[src/rtl/tracer_pkg.sv]
// Shared types for the PC watchpoint tracer: capture FSM states, trace
// entries and per-channel watchpoint configuration.
package tracer_pkg;

    localparam int MAX_ID_W    = 4;
    localparam int MAX_DELAY_W = 16;
    localparam logic [MAX_DELAY_W-1:0] DLY_ONE = 16'd1;

    typedef enum logic [1:0] {
        IDLE   = 2'd0,
        WAIT   = 2'd1,
        SAMPLE = 2'd2
    } cap_state_e;

    typedef struct packed {
        logic [MAX_ID_W-1:0] id;
        logic [31:0]         pc;
        logic [31:0]         data;
    } trace_entry_t;

    typedef struct packed {
        logic                   en;
        logic [31:0]            addr;
        logic [4:0]             reg_idx;
        logic [MAX_DELAY_W-1:0] delay;
    } watch_cfg_t;

    function automatic logic [7:0] sat_add8(input logic [7:0] base, input logic [1:0] inc);
        logic [8:0] sum;
        sum = {1'b0, base} + {7'd0, inc};
        if (sum[8]) begin
            return 8'hFF;
        end else begin
            return sum[7:0];
        end
    endfunction

endpackage

[src/rtl/trace_fifo.sv]
// First-word-fall-through FIFO of trace entries; a push while full is only
// accepted when a pop frees a slot in the same cycle.
module trace_fifo #(
    parameter int  DEPTH   = 8,
    parameter type entry_t = logic [7:0]
) (
    input  logic   clk,
    input  logic   rst_n,
    input  logic   push_i,
    input  logic   pop_i,
    input  entry_t din_i,
    output entry_t dout_o,
    output logic   full_o,
    output logic   empty_o
);

    localparam int PTR_W = $clog2(DEPTH);

    entry_t               mem_q [DEPTH];
    logic [PTR_W-1:0]     wr_ptr_q, rd_ptr_q;
    logic [PTR_W:0]       count_q, count_d;
    logic                 do_push_s, do_pop_s;

    assign full_o  = (count_q == (PTR_W+1)'(DEPTH));
    assign empty_o = (count_q == '0);
    assign dout_o  = empty_o ? '0 : mem_q[rd_ptr_q];

    // Accepted push/pop and the resulting occupancy
    always_comb begin
        do_pop_s  = pop_i && !empty_o;
        do_push_s = push_i && (!full_o || do_pop_s);
        if (do_push_s && !do_pop_s) begin
            count_d = count_q + (PTR_W+1)'(1);
        end else if (do_pop_s && !do_push_s) begin
            count_d = count_q - (PTR_W+1)'(1);
        end else begin
            count_d = count_q;
        end
    end

    // Pointer and occupancy registers
    always_ff @(posedge clk or negedge rst_n) begin
        if (!rst_n) begin
            wr_ptr_q <= '0;
            rd_ptr_q <= '0;
            count_q  <= '0;
        end else begin
            count_q <= count_d;
            if (do_push_s) wr_ptr_q <= wr_ptr_q + PTR_W'(1);
            if (do_pop_s)  rd_ptr_q <= rd_ptr_q + PTR_W'(1);
        end
    end

    // Storage; contents are masked by empty_o so they need no reset
    always_ff @(posedge clk) begin
        if (do_push_s) mem_q[wr_ptr_q] <= din_i;
    end

endmodule

[src/rtl/pc_watch_tracer.sv]
// Watches the processor PC against programmable watchpoints and, after a
// per-channel delay, samples a snooped register into a trace FIFO.
module pc_watch_tracer
    import tracer_pkg::*;
#(
    parameter int          NUM_WATCH  = 4,
    parameter int          FIFO_DEPTH = 8,
    parameter int          DELAY_W    = 4,
    parameter logic [31:0] HALT_ADDR  = 32'h0,
    localparam int         IDX_W      = (NUM_WATCH > 1) ? $clog2(NUM_WATCH) : 1
) (
    input  logic               clk,
    input  logic               reset,
    input  logic [31:0]        instr_addr,
    output logic [4:0]         reg_sel,
    input  logic [31:0]        reg_data,
    input  logic               cfg_we,
    input  logic [IDX_W-1:0]   cfg_idx,
    input  logic               cfg_en,
    input  logic [31:0]        cfg_addr,
    input  logic [4:0]         cfg_reg,
    input  logic [DELAY_W-1:0] cfg_delay,
    output logic               trace_valid,
    input  logic               trace_ready,
    output logic [IDX_W-1:0]   trace_id,
    output logic [31:0]        trace_pc,
    output logic [31:0]        trace_data,
    output logic               halted,
    output logic [7:0]         drop_cnt
);

    watch_cfg_t              cfg_q [NUM_WATCH];
    cap_state_e              state_q, state_d;
    logic [IDX_W-1:0]        cap_id_q, cap_id_d;
    logic [31:0]             cap_pc_q, cap_pc_d;
    logic [4:0]              cap_reg_q, cap_reg_d, reg_sel_q, reg_sel_d;
    logic [MAX_DELAY_W-1:0]  cnt_q, cnt_d;
    logic [7:0]              drop_q, drop_d;
    logic                    halted_q, halted_d;
    logic [31:0]             prev_pc_q;
    logic                    prev_valid_q;
    logic                    hit_s, qual_s, push_s, pop_s, lost_hit_s, push_drop_s;
    logic                    fifo_full_s, fifo_empty_s;
    logic [IDX_W-1:0]        hit_idx_s;
    trace_entry_t            push_entry_s, head_s;

    // Watchpoint configuration registers
    always_ff @(posedge clk or negedge reset) begin
        if (!reset) begin
            for (int i = 0; i < NUM_WATCH; i++) cfg_q[i] <= '0;
        end else if (cfg_we && (32'(cfg_idx) < 32'(NUM_WATCH))) begin
            cfg_q[cfg_idx] <= '{en: cfg_en, addr: cfg_addr, reg_idx: cfg_reg,
                                delay: MAX_DELAY_W'(cfg_delay)};
        end
    end

    // Lowest-index matching channel; a PC only counts once per change
    always_comb begin
        hit_s     = 1'b0;
        hit_idx_s = '0;
        for (int i = NUM_WATCH - 1; i >= 0; i--) begin
            if (cfg_q[i].en && (cfg_q[i].addr == instr_addr)) begin
                hit_s     = 1'b1;
                hit_idx_s = IDX_W'(i);
            end else begin
                hit_idx_s = hit_idx_s;
            end
        end
        qual_s = hit_s && !halted_q && (!prev_valid_q || (instr_addr != prev_pc_q));
    end

    // Capture FSM next state, FIFO push and drop accounting
    always_comb begin
        state_d    = state_q;
        cap_id_d   = cap_id_q;
        cap_pc_d   = cap_pc_q;
        cap_reg_d  = cap_reg_q;
        cnt_d      = cnt_q;
        push_s     = 1'b0;
        lost_hit_s = 1'b0;
        case (state_q)
            IDLE: begin
                if (qual_s) begin
                    cap_id_d  = hit_idx_s;
                    cap_pc_d  = instr_addr;
                    cap_reg_d = cfg_q[hit_idx_s].reg_idx;
                    cnt_d     = cfg_q[hit_idx_s].delay;
                    state_d   = (cfg_q[hit_idx_s].delay != '0) ? WAIT : SAMPLE;
                end else begin
                    state_d = IDLE;
                end
            end
            WAIT: begin
                lost_hit_s = qual_s;
                if (cnt_q <= DLY_ONE) begin
                    state_d = SAMPLE;
                end else begin
                    cnt_d = cnt_q - DLY_ONE;
                end
            end
            SAMPLE: begin
                lost_hit_s = qual_s;
                push_s     = 1'b1;
                state_d    = IDLE;
            end
            default: begin
                state_d = IDLE;
            end
        endcase
        reg_sel_d    = (state_d != IDLE) ? cap_reg_d : 5'd0;
        pop_s        = !fifo_empty_s && trace_ready;
        push_drop_s  = push_s && fifo_full_s && !pop_s;
        push_entry_s = '{id: MAX_ID_W'(cap_id_q), pc: cap_pc_q, data: reg_data};
        drop_d       = sat_add8(drop_q, {1'b0, lost_hit_s} + {1'b0, push_drop_s});
        halted_d     = halted_q | (instr_addr == HALT_ADDR);
    end

    // Capture and status registers
    always_ff @(posedge clk or negedge reset) begin
        if (!reset) begin
            state_q      <= IDLE;
            cap_id_q     <= '0;
            cap_pc_q     <= 32'd0;
            cap_reg_q    <= 5'd0;
            cnt_q        <= '0;
            reg_sel_q    <= 5'd0;
            drop_q       <= 8'd0;
            halted_q     <= 1'b0;
            prev_pc_q    <= 32'd0;
            prev_valid_q <= 1'b0;
        end else begin
            state_q      <= state_d;
            cap_id_q     <= cap_id_d;
            cap_pc_q     <= cap_pc_d;
            cap_reg_q    <= cap_reg_d;
            cnt_q        <= cnt_d;
            reg_sel_q    <= reg_sel_d;
            drop_q       <= drop_d;
            halted_q     <= halted_d;
            prev_pc_q    <= instr_addr;
            prev_valid_q <= 1'b1;
        end
    end

    trace_fifo #(
        .DEPTH   (FIFO_DEPTH),
        .entry_t (trace_entry_t)
    ) u_fifo (
        .clk     (clk),
        .rst_n   (reset),
        .push_i  (push_s),
        .pop_i   (pop_s),
        .din_i   (push_entry_s),
        .dout_o  (head_s),
        .full_o  (fifo_full_s),
        .empty_o (fifo_empty_s)
    );

    assign reg_sel     = reg_sel_q;
    assign trace_valid = !fifo_empty_s;
    assign trace_id    = head_s.id[IDX_W-1:0];
    assign trace_pc    = head_s.pc;
    assign trace_data  = head_s.data;
    assign halted      = halted_q;
    assign drop_cnt    = drop_q;

endmodule

[config.mk]
export PLATFORM = sky130hd
export DESIGN_NAME = pc_watch_tracer
export DESIGN_NICKNAME = d
export VERILOG_FILES = /design/src/rtl/tracer_pkg.sv /design/src/rtl/trace_fifo.sv /design/src/rtl/pc_watch_tracer.sv
export SDC_FILE = /design/constraint.sdc
export NUM_CORES = 1
export LEC_CHECK = 0
export BUFFER_PORTS_ARGS = -buffer_cell sky130_fd_sc_hd__buf_4
export CAP_MARGIN = 20
export CORE_MARGIN = 2
export CORE_UTILIZATION = 43
export DETAILED_ROUTE_END_ITERATION = 10
export PLACE_DENSITY = 0.66
export SKIP_LAST_GASP = 1
export SYNTH_ARGS = -nofsm -noshare
export SYNTH_HDL_FRONTEND = slang
export SYNTH_SLANG_ARGS = --single-unit
export TNS_END_PERCENT = 30
[constraint.sdc]
create_clock -name clk -period 6.7 [get_ports clk]
set_input_delay 1.34 -clock clk [delete_from_list [all_inputs] [get_ports clk]]
set_output_delay 1.34 -clock clk [all_outputs]
set_load 0.005 [all_outputs]
==> impl_results.md, run 1 <==
- Ys Warns: 0
- CTS Buf Count: 86
- Total negative slack: 0 ps
- Post-layout min period: 4569 ps
- CTS max path bufs: 3
- CP Launch Type: flip-flop
- Crit-path max FO: 36
- Least-Margin Pin Slew: around 1000 ps
- Final Max Tran Viols: 0
- CP Data Arrival Time: about 3200 ps
- Sequential cell area fraction in the yosys report: 0.6883
- Post-Layout Cell Count: 3263
- Vias in the first global route: 18720
- Post-CTS setup repair buffer count: 0
- Global-route wire length before repair: 119200 um
- HP Class: reg -> reg
- Leakage power: between 10 and 15 nW
- VDD IR max: approximately 210 uV
- PD cells: 288.5 nW/um^2
- Main flop type after synthesis: edfxtp_1
- Final WS setup: roughly 2100 ps
- Pre-antenna DRT Iters: 5
- Syn Nets: 2071
- Mapped Avg Cell Area: ~17 sq um
- Outcome: complete, no violations
- # port buffers: about 190
- Via count: 17620
- Initial antenna violation count: 1
- Period utilisation layout: 0.6820
- Max_cap viols: 0
- Clock Sinks: 810
- Mapped cell area: around 33000 sq um
- Ports: 193
- Final HPWL DP: 49990 um
- DRT iter0 DRCs: 1159
- CTS clk-pin slew, worst paths: 60 ps
- Final WL: slightly below 80000 um
- Core Area: 77080 sq um
- Die area: 79660 sq um
- Die Wd: 282.2 um
- CTS tree: built
- Final hold vios: 0
- Fmax: 218.8 MHz
- CTS hold repair buffers: 0
- Endpoint type of the worst setup path: output pin
- CTS H-tree lvls: 3
- ANT nets after route: 0
- Final setup vio count: 0
- Post-synth EDFFs: 528
- Starting Density: 0.4319
- Yosys cell types: 63
- Layout cell share with drive strength beyond 1: 0.3138
- Ys async rst share: 0.3481
- Hold_ws: 492.3 ps
- GP Congestion: between 0.9 and 1
- Per-cell routed wire length: 24.39 um
- Via density: 5.400
- Post_cts resized: 0
- Max-slew headroom: 0.3001
- Total GRT Usage: 0.2022
- Area Overhead vs Synth: 16.91%
- Post-synthesis cell count: 1946
- DRC: 0
- Data required time of the worst path: roughly 5400 ps
- RSZ-0062 raised after global routing: no
- CTS Root Cell: clkbuf_16
- Layout Nets: between 2000 and 2500
- Largest net degree at the start of global routing: 130
- Fillers: 6440
- Total global routing overflow: 0
- Worst skew pair latency: 650 ps
- FF+latch count, synth: 810
- Die height: 282.2 um
- Placed cells: about 3100
- # rows: 102
- Dpl ws: ~1700 ps
- Clk_skew: around 31 ps
- Worst setup path category: reg -> out
-- critical path, cell delays in order, from the launching register on --
cell and delay (ps):
dfrtp_4 660, buf_16 300, buf_4 460, mux4_2 560, mux2i_1 280, nor2_1 70, buf_4 180
-- layout by cell type (no fill, tap or decap), drive strengths merged, types with 3 or more instances in the layout --
cell type | Yosys | routed
edfxtp | 528 | 528
dfrtp | 282 | 282
buf | 38 | 225
mux2 | 182 | 182
mux4 | 132 | 132
nand2 | 124 | 124
xor2 | 123 | 123
clkbuf | 70 | 108
mux2i | 85 | 85
nor2 | 84 | 84
nor4 | 56 | 56
xnor2 | 49 | 49
clkinv | 0 | 36
nand4 | 25 | 25
a21oi | 21 | 21
nand3 | 14 | 14
nor3 | 14 | 14
inv | 12 | 14
o21ai | 13 | 13
or4 | 12 | 12
ha | 11 | 11
o31ai | 9 | 9
bufinv | 0 | 9
nand2b | 7 | 7
or3 | 7 | 7
a21boi | 5 | 5
and3 | 4 | 4
nand4b | 3 | 3
nand3b | 3 | 3
o41ai | 3 | 3
or4b | 3 | 3
clkinvlp | 0 | 3
-- state kept, by name (all words and copies together), names as in the netlist --
register         flops
cap_id_q             2
cap_pc_q            32
cap_reg_q            5
cfg_q              168
cnt_q               16
drop_cnt             8
halted               1
prev_pc_q           32
prev_valid_q         1
reg_sel              5
state_q              2
u_fifo.count_q       4
u_fifo.mem_q       528
u_fifo.rd_ptr_q      3
u_fifo.wr_ptr_q      3
-- path summary, 6_finish.rpt --
| check | from | endpoint | slack, ps | cells past startpoint |
|---|---|---|---|---|
| worst min register to register | cap_reg_q[2]$_DFF_PN0_ | cap_reg_q[2]$_DFF_PN0_ | 490 | 2 |
| min in group asynchronous | reset | cfg_q[19]$_DFFE_PN0P_ | 810 | 1 |
| worst max-delay path | u_fifo.rd_ptr_q[0]$_DFFE_PN0P_ | trace_pc[10] | 2130 | 6 |
| worst min-delay path | cap_reg_q[2]$_DFF_PN0_ | cap_reg_q[2]$_DFF_PN0_ | 490 | 2 |
| worst max register to register | cfg_q[157]$_DFFE_PN0P_ | cnt_q[1]$_DFFE_PN0P_ | 2770 | 9 |
| max in group asynchronous | reset | u_fifo.rd_ptr_q[1]$_DFFE_PN0P_ | 4310 | 2 |
-- power by group --
| group | internal (mW) | total, mW | switching, mW |
|---|---|---|---|
| Sequential | 5.51 | 5.67 | 0.162 |
| Clock | 2.83 | 4.84 | 2.01 |
| Combinational | 0.332 | 0.721 | 0.389 |
-- kinds of logic (layout without fill, tap and decap cells) --
family | count (synthesis) | in the layout | share of synthesized area
AO/OA/AOI/OAI | 62 | 62 | 0.01286
other | 1 | 3 | 0.0001126
AND/OR/NAND/NOR | 369 | 369 | 0.05536
multiplexers | 399 | 399 | 0.1764
XOR/XNOR | 172 | 172 | 0.04525
adder cells (fa/ha/maj) | 13 | 13 | 0.005337
flip-flops | 810 | 810 | 0.6883
buffers and inverters | 120 | 395 | 0.01639
-- per-stage QoR --
step	power [mW]	util	instance area, sq um
after floorplan	6.156	-	33290
after global placement	6.477	0.4659	35910
after CTS	11.34	0.5044	38880
after global routing	11.61	0.5048	38910
after detailed placement	6.495	0.4666	35970
final	11.23	0.5049	38920
-- cell type report --
| type | count | area, sq um | share of cell area |
|---|---|---|---|
| sequential | 810 | 22920 | 0.5890 |
| multi-input combinational | 1016 | 9920 | 0.2549 |
| clock buffer | 108 | 2317 | 0.05954 |
| timing repair buffer | 225 | 1807 | 0.04642 |
| tap | 1040 | 1301 | 0.03344 |
| clock inverter | 50 | 599.3 | 0.01540 |
| inverter | 12 | 45.04 | 0.001157 |
| antenna | 2 | 5.005 | 0.0001286 |
-- synth_stat cells, types with 8 or more instances --
| library cell | instances | share of area |
|---|---|---|
| nand2_1 | 124 | 0.014 |
| mux2i_1 | 85 | 0.026 |
| mux2_2 | 182 | 0.062 |
| edfxtp_1 | 528 | 0.48 |
| ha_1 | 11 | 0.0041 |
| buf_2 | 12 | 0.0018 |
| nor2_1 | 84 | 0.0095 |
| buf_1 | 16 | 0.0018 |
| inv_1 | 12 | 0.0014 |
| o31ai_1 | 9 | 0.0020 |
| mux4_2 | 132 | 0.089 |
| dfrtp_1 | 282 | 0.21 |
| buf_6 | 8 | 0.0027 |
| or4_1 | 11 | 0.0025 |
| xnor2_1 | 49 | 0.013 |
| clkbuf_1 | 70 | 0.0079 |
| a21oi_1 | 20 | 0.0030 |
| nand4_1 | 25 | 0.0047 |
| nor4_1 | 54 | 0.010 |
| xor2_1 | 123 | 0.032 |
| nor3_1 | 14 | 0.0021 |
| nand3_1 | 13 | 0.0020 |
-- layer usage --
metal	vias up	global-route usage	part of all wire	wire length, um
li1	7829	-	-	-
met1	9277	0.2765	0.44	35250
met2	398	0.3320	0.48	38570
met3	116	0.03469	0.048	3832
met4	0	0.06376	0.024	1942
met5	-	0	0	0
Power figures use the tool's default switching activity.
==> run 2: changes to the inputs <==
- clock period: 6.7 -> 4.4 ns (I/O delays scaled with it)
==> impl_results.md, run 2 (synthesis gave the netlist of run 1 again) <==
- Worst Path Buf+Inv: 2
- Clock Sinks: 810
- Commonest non-fill, non-tap cell in the layout: edfxtp_1
- Delay-heaviest family, CP: flip-flops
- Total negative slack: 0 ps
- Least-Margin Pin Slew: 948.9 ps
- Post_cts resized: 0
- CP Launch Type: flip-flop
- CP peak stage delay: 780 ps
- CP most frequent cell: buf_4
- Max-slew headroom: 0.3620
- CTS hold repair buffers: 0
- CTS clk-pin slew, worst paths: 70 ps
- ANT nets after route: 0
- Fmax: 266.6 MHz
- Clk_skew: 34.80 ps
- Layout cell share with drive strength beyond 1: 0.3189
- RSZ-0062 raised after global routing: no
- CTS max path bufs: 3
- HP Class: in -> async
- Global-route wire length before repair: approximately 120000 um
- # port buffers: 192
- PD cells: 446.9 nW/um^2
- Total GRT Usage: 0.1979
- Crit-path max FO: 34
- Final Max Tran Viols: 0
- Final hold vios: 0
- Routed wl met3: 3704 um
- CTS tree: built
- CP Data Arrival Time: 2870 ps
- Worst skew pair latency: 650 ps
- Pre-antenna DRT Iters: 5
- Layout Utilization: 0.5082
- DRC: 0
- Max_cap viols: 0
- Period utilisation layout: 0.8526
- Most frequent cells in the layout: edfxtp_1 (528), dfrtp_1 (279), buf_4 (223)
- Total global routing overflow: 0
- Via count: 17730
- Leakage power: 13.37 nW
- Endpoint type of the worst setup path: output pin
- Design Area, Final: around 39000 sq um
- Core Area: 77080 sq um
- CTS H-tree lvls: 3
- CTS Buf Count: 87
- Critical-path cell list: buf_4 > mux4_2 > mux2i_1 > nor2_1 > buf_4
- VDD IR max: 337.6 uV
- Final HPWL DP: 49250 um
- Via density: approximately 5.4
- Cell Area, Placed: 36060 sq um
- Starting Density: 0.4319
- Top Registers: u_fifo.mem_q (528), cfg_q (168)
- Ports: between 150 and 200
- Post-CTS setup repair buffer count: 0
- Largest net degree at the start of global routing: around 110
- Top reg by flops: u_fifo.mem_q
- Met2 routed WL: 38950 um
- Layout Nets: ~2300
- Final WL: 78090 um
- Die Wd: 282.2 um
- CTS Root Cell: clkbuf_16
- Die height: 282.2 um
- GP Congestion: 0.9470
- Highest Signal Layer: met4
- CP max-delay cell: dfrtp_4
- Outcome: complete, no violations
- Area Overhead vs Synth: 17.69%
- Per-cell routed wire length: 23.84 um
- Largest register FFs: 528
- # rows: 102
- Post-layout min period: 3751 ps
- Worst setup path category: reg -> out
- Initial antenna violation count: 4
- DRT iter0 DRCs: 1287
- Final setup vio count: 0
- Data required time of the worst path: 3520 ps
- Die area: 79660 sq um
- Vias in the first global route: 18810
- Wl on met1: 33790 um
[run 2: cell count changes in the layout (fill, tap and decap cells not counted), sizes merged]
cell      before  now
buf          225  233
bufinv         9   16
clkinv        36   32
clkbuf       108  106
inv           14   16
clkinvlp       3    4
diode          2    3
[run 2: cell type report]
cell class	instances	area [sq um]
antenna	3	7.507
fill	6389	37910
sequential	810	22920
multi-input combinational	1016	9926
timing repair buffer	233	1869
tap	1040	1301
clock inverter	56	807.0
inverter	12	45.04
clock buffer	106	2298
[run 2: per-stage QoR]
stage / hold WS [ps] / power [mW] / setup WS [ps] / cells
after floorplan: 452.1 / 9.373 / -328.3 / 1946
after global placement: 466.4 / 9.854 / 371.6 / 3111
after detailed placement: 474.8 / 9.889 / 203.5 / 3111
after CTS: 307.2 / 17.67 / 550.9 / 3273
after global routing: 340.6 / 18.09 / 429.5 / 3276
final: 293.0 / 17.51 / 648.7 / 3276
[run 2: report_power, final]
group          internal [mW]  leakage [nW]  switching, mW  total, mW
sequential              8.39          7.67          0.216       8.61
combinational          0.508          4.20          0.621       1.13
clock                   4.71          1.50           3.06       7.77
[run 2: layer usage]
layer | vias up | global-route usage
met3 | 110 | 0.03312
li1 | 7840 | -
met1 | 9396 | 0.2653
met4 | 0 | 0.05902
met5 | - | 0
met2 | 386 | 0.3331
[run 2: path summary, 6_finish.rpt]
kind | to | cells after the start | start | slack [ps]
max | trace_pc[8] | 5 | u_fifo.rd_ptr_q[1]$_DFFE_PN0P_ | 650
min | cfg_q[127]$_DFFE_PN0P_ | 1 | reset | 290
min reg2reg | cap_reg_q[1]$_DFF_PN0_ | 2 | cap_reg_q[1]$_DFF_PN0_ | 490
max reg2reg | drop_cnt[5]$_DFF_PN0_ | 13 | cfg_q[100]$_DFFE_PN0P_ | 790
min in group clk | prev_pc_q[15]$_DFF_PN0_ | 1 | instr_addr[15] | 440
max in group asynchronous | cfg_q[188]$_DFFE_PN0P_ | 2 | reset | 3150
==> run 3: changes to the inputs <==
- CELL_PAD_IN_SITES_DETAIL_PLACEMENT: default -> 1
- CELL_PAD_IN_SITES_GLOBAL_PLACEMENT: default -> 1
- PLACE_DENSITY: 0.66 -> 0.73
==> impl_results.md, run 3 (synthesis gave the netlist of run 1 again) <==
- Global-route wire length before repair: about 130000 um
- CTS max path bufs: 3
- Vias in the first global route: 20070
- Worst setup path category: reg -> out
- Period utilisation layout: 0.8178
- Pre-antenna DRT Iters: 5
- # rows: 102
- CTS Buf Count: 85
- Layout cell share with drive strength beyond 1: 0.3158
- Post_cts resized: 0
- Internal power: between 10 and 15 mW
- Max_cap viols: 0
- Sequential share of power: 0.509
- Die Wd: 282.2 um
- DRT iter0 DRCs: 1142
- Ports: 193
- Die area: ~80000 sq um
- Fillers: about 7300
- HP Class: in -> async
- Final setup vio count: 0
- Largest register FFs: 528
- Fmax: 277.9 MHz
- Layout Nets: roughly 2300
- Endpoint type of the worst setup path: output pin
- CTS clk-pin slew, worst paths: 60 ps
- Outcome: complete, no violations
- Initial antenna violation count: 2
- Data required time of the worst path: 3520 ps
- Clock network power share: 0.425
- CP Launch Type: flip-flop
- Top reg by flops: u_fifo.mem_q
- CP Data Arrival Time: 2720 ps
- Critical-path cell list: buf_12 > mux4_2 > mux2i_1 > nor2_1 > buf_4
- Total negative slack: 0 ps
- Clock Sinks: 810
- Switching Fraction: 0.2321
- Top Registers: u_fifo.mem_q (528), cfg_q (168)
- Final Max Tran Viols: 0
- Max-slew headroom: 0.3883
- Per-cell routed wire length: 26.06 um
- Die height: 282.2 um
- Psw: 3.946 mW
- CTS H-tree lvls: 3
- Dpl ws: 108.8 ps
- CP peak stage delay: 580 ps
- Crit-path max FO: 55
- Area Overhead vs Synth: 16.92%
- CP max-delay cell: mux4_2
- PD cells: 436.8 nW/um^2
- Worst skew pair latency: 640 ps
- GP Congestion: 0.9339
- # port buffers: 192
- CTS Root Cell: clkbuf_16
- ANT nets after route: 0
- Core Area: 77080 sq um
- Leakage power: 13.26 nW
- Register-to-register setup slack: 860 ps
- Comb pwr share: 0.066
- Clk_skew: 23.50 ps
- Final hold vios: 0
- DRC: 0
- Worst Path Buf+Inv: 2
- Starting Density: 0.4319
- Most frequent cells in the layout: edfxtp_1 (528), dfrtp_1 (279), buf_4 (221)
- Least-Margin Pin Slew: between 900 and 1000 ps
- Commonest non-fill, non-tap cell in the layout: edfxtp_1
- Via count: 17980
- Final WS setup: 801.8 ps
- Final WL: 85220 um
- Total global routing overflow: 0
- Delay-heaviest family, CP: multiplexers
- VDD IR max: 314.2 uV
- CTS hold repair buffers: 0
- Post-layout min period: about 3600 ps
- Total GRT Usage: 0.2175
- Via density: about 5.5
- CTS tree: built
- Post-CTS setup repair buffer count: 0
- Final HPWL DP: 54400 um
- Pwr Total: around 17 mW
- Largest net degree at the start of global routing: 112
- RSZ-0062 raised after global routing: no
run 3: changes by cell type in the layout (fill, tap and decap cells not counted), moves of 2 or more:
cell | before | now
buf_12 | 9 | 11
buf_4 | 223 | 221
bufinv_16 | 16 | 7
clkbuf_1 | 14 | 17
clkbuf_16 | 87 | 85
clkbuf_8 | 5 | 8
clkinv_2 | 13 | 18
clkinv_4 | 4 | 0
diode_2 | 3 | 1
inv_16 | 1 | 3
run 3: per-layer routing:
layer	track usage	up-vias	routed length [um]
met5	0	-	12
met4	0.07977	2	2890
met3	0.04130	152	4076
met2	0.3684	445	42590
met1	0.2796	9544	35650
li1	-	7833	-
run 3: worst paths after layout:
kind / cells after the start / start / to
setup / recovery: 5 / u_fifo.rd_ptr_q[0]$_DFFE_PN0P_ / trace_pc[20]
hold / removal: 1 / reset / cfg_q[73]$_DFFE_PN0P_
setup reg to reg: 13 / cfg_q[158]$_DFFE_PN0P_ / drop_cnt[5]$_DFF_PN0_
hold reg to reg: 2 / cap_reg_q[2]$_DFF_PN0_ / cap_reg_q[2]$_DFF_PN0_
max in group asynchronous: 2 / reset / u_fifo.rd_ptr_q[2]$_DFFE_PN0P_
min in group clk: 1 / instr_addr[14] / prev_pc_q[14]$_DFF_PN0_
run 3: cell type report:
| cell class | count | area [sq um] | share of cell area |
|---|---|---|---|
| clock buffer | 110 | 2301 | 0.05912 |
| inverter | 12 | 45.04 | 0.001157 |
| sequential | 810 | 22920 | 0.5889 |
| multi-input combinational | 1016 | 9933 | 0.2552 |
| timing repair buffer | 233 | 1894 | 0.04867 |
| clock inverter | 48 | 521.8 | 0.01340 |
| antenna | 1 | 2.502 | 0.00006429 |
| tap | 1040 | 1301 | 0.03343 |
run 3: metrics by stage:
step                        util  hold slack (ps)  std cells  area, sq um
after floorplan                -            452.1       1946        33300
after global placement    0.4683            471.0       3111        36100
after detailed placement  0.4683            480.1       3111        36100
after CTS                 0.5049            117.7       3269        38920
after global routing      0.5049            142.1       3270        38920
final                     0.5049            139.5       3270        38920
run 3: worst reg2reg max path, cell delays in order (launching register included):
cell,delay [ps]
dfrtp_1,400
xor2_1,420
nor4_1,100
nand4_1,130
nor3_1,80
buf_4,160
o31ai_1,740
nor2_1,190
fa_1,440
ha_1,240
nand2_1,130
nor2_1,70
nand3_1,200
o21ai_0,130
run 3: power by group through the flow:
| stage | Clock [mW] | Combinational [mW] | Sequential [mW] |
|---|---|---|---|
| after floorplan | 0 | 0.684 | 8.69 |
| after global placement | 0 | 1.09 | 8.78 |
| after detailed placement | 0 | 1.13 | 8.80 |
| after CTS | 7.38 | 1.14 | 8.65 |
| after global routing | 7.67 | 1.22 | 8.68 |
| final | 7.23 | 1.13 | 8.65 |
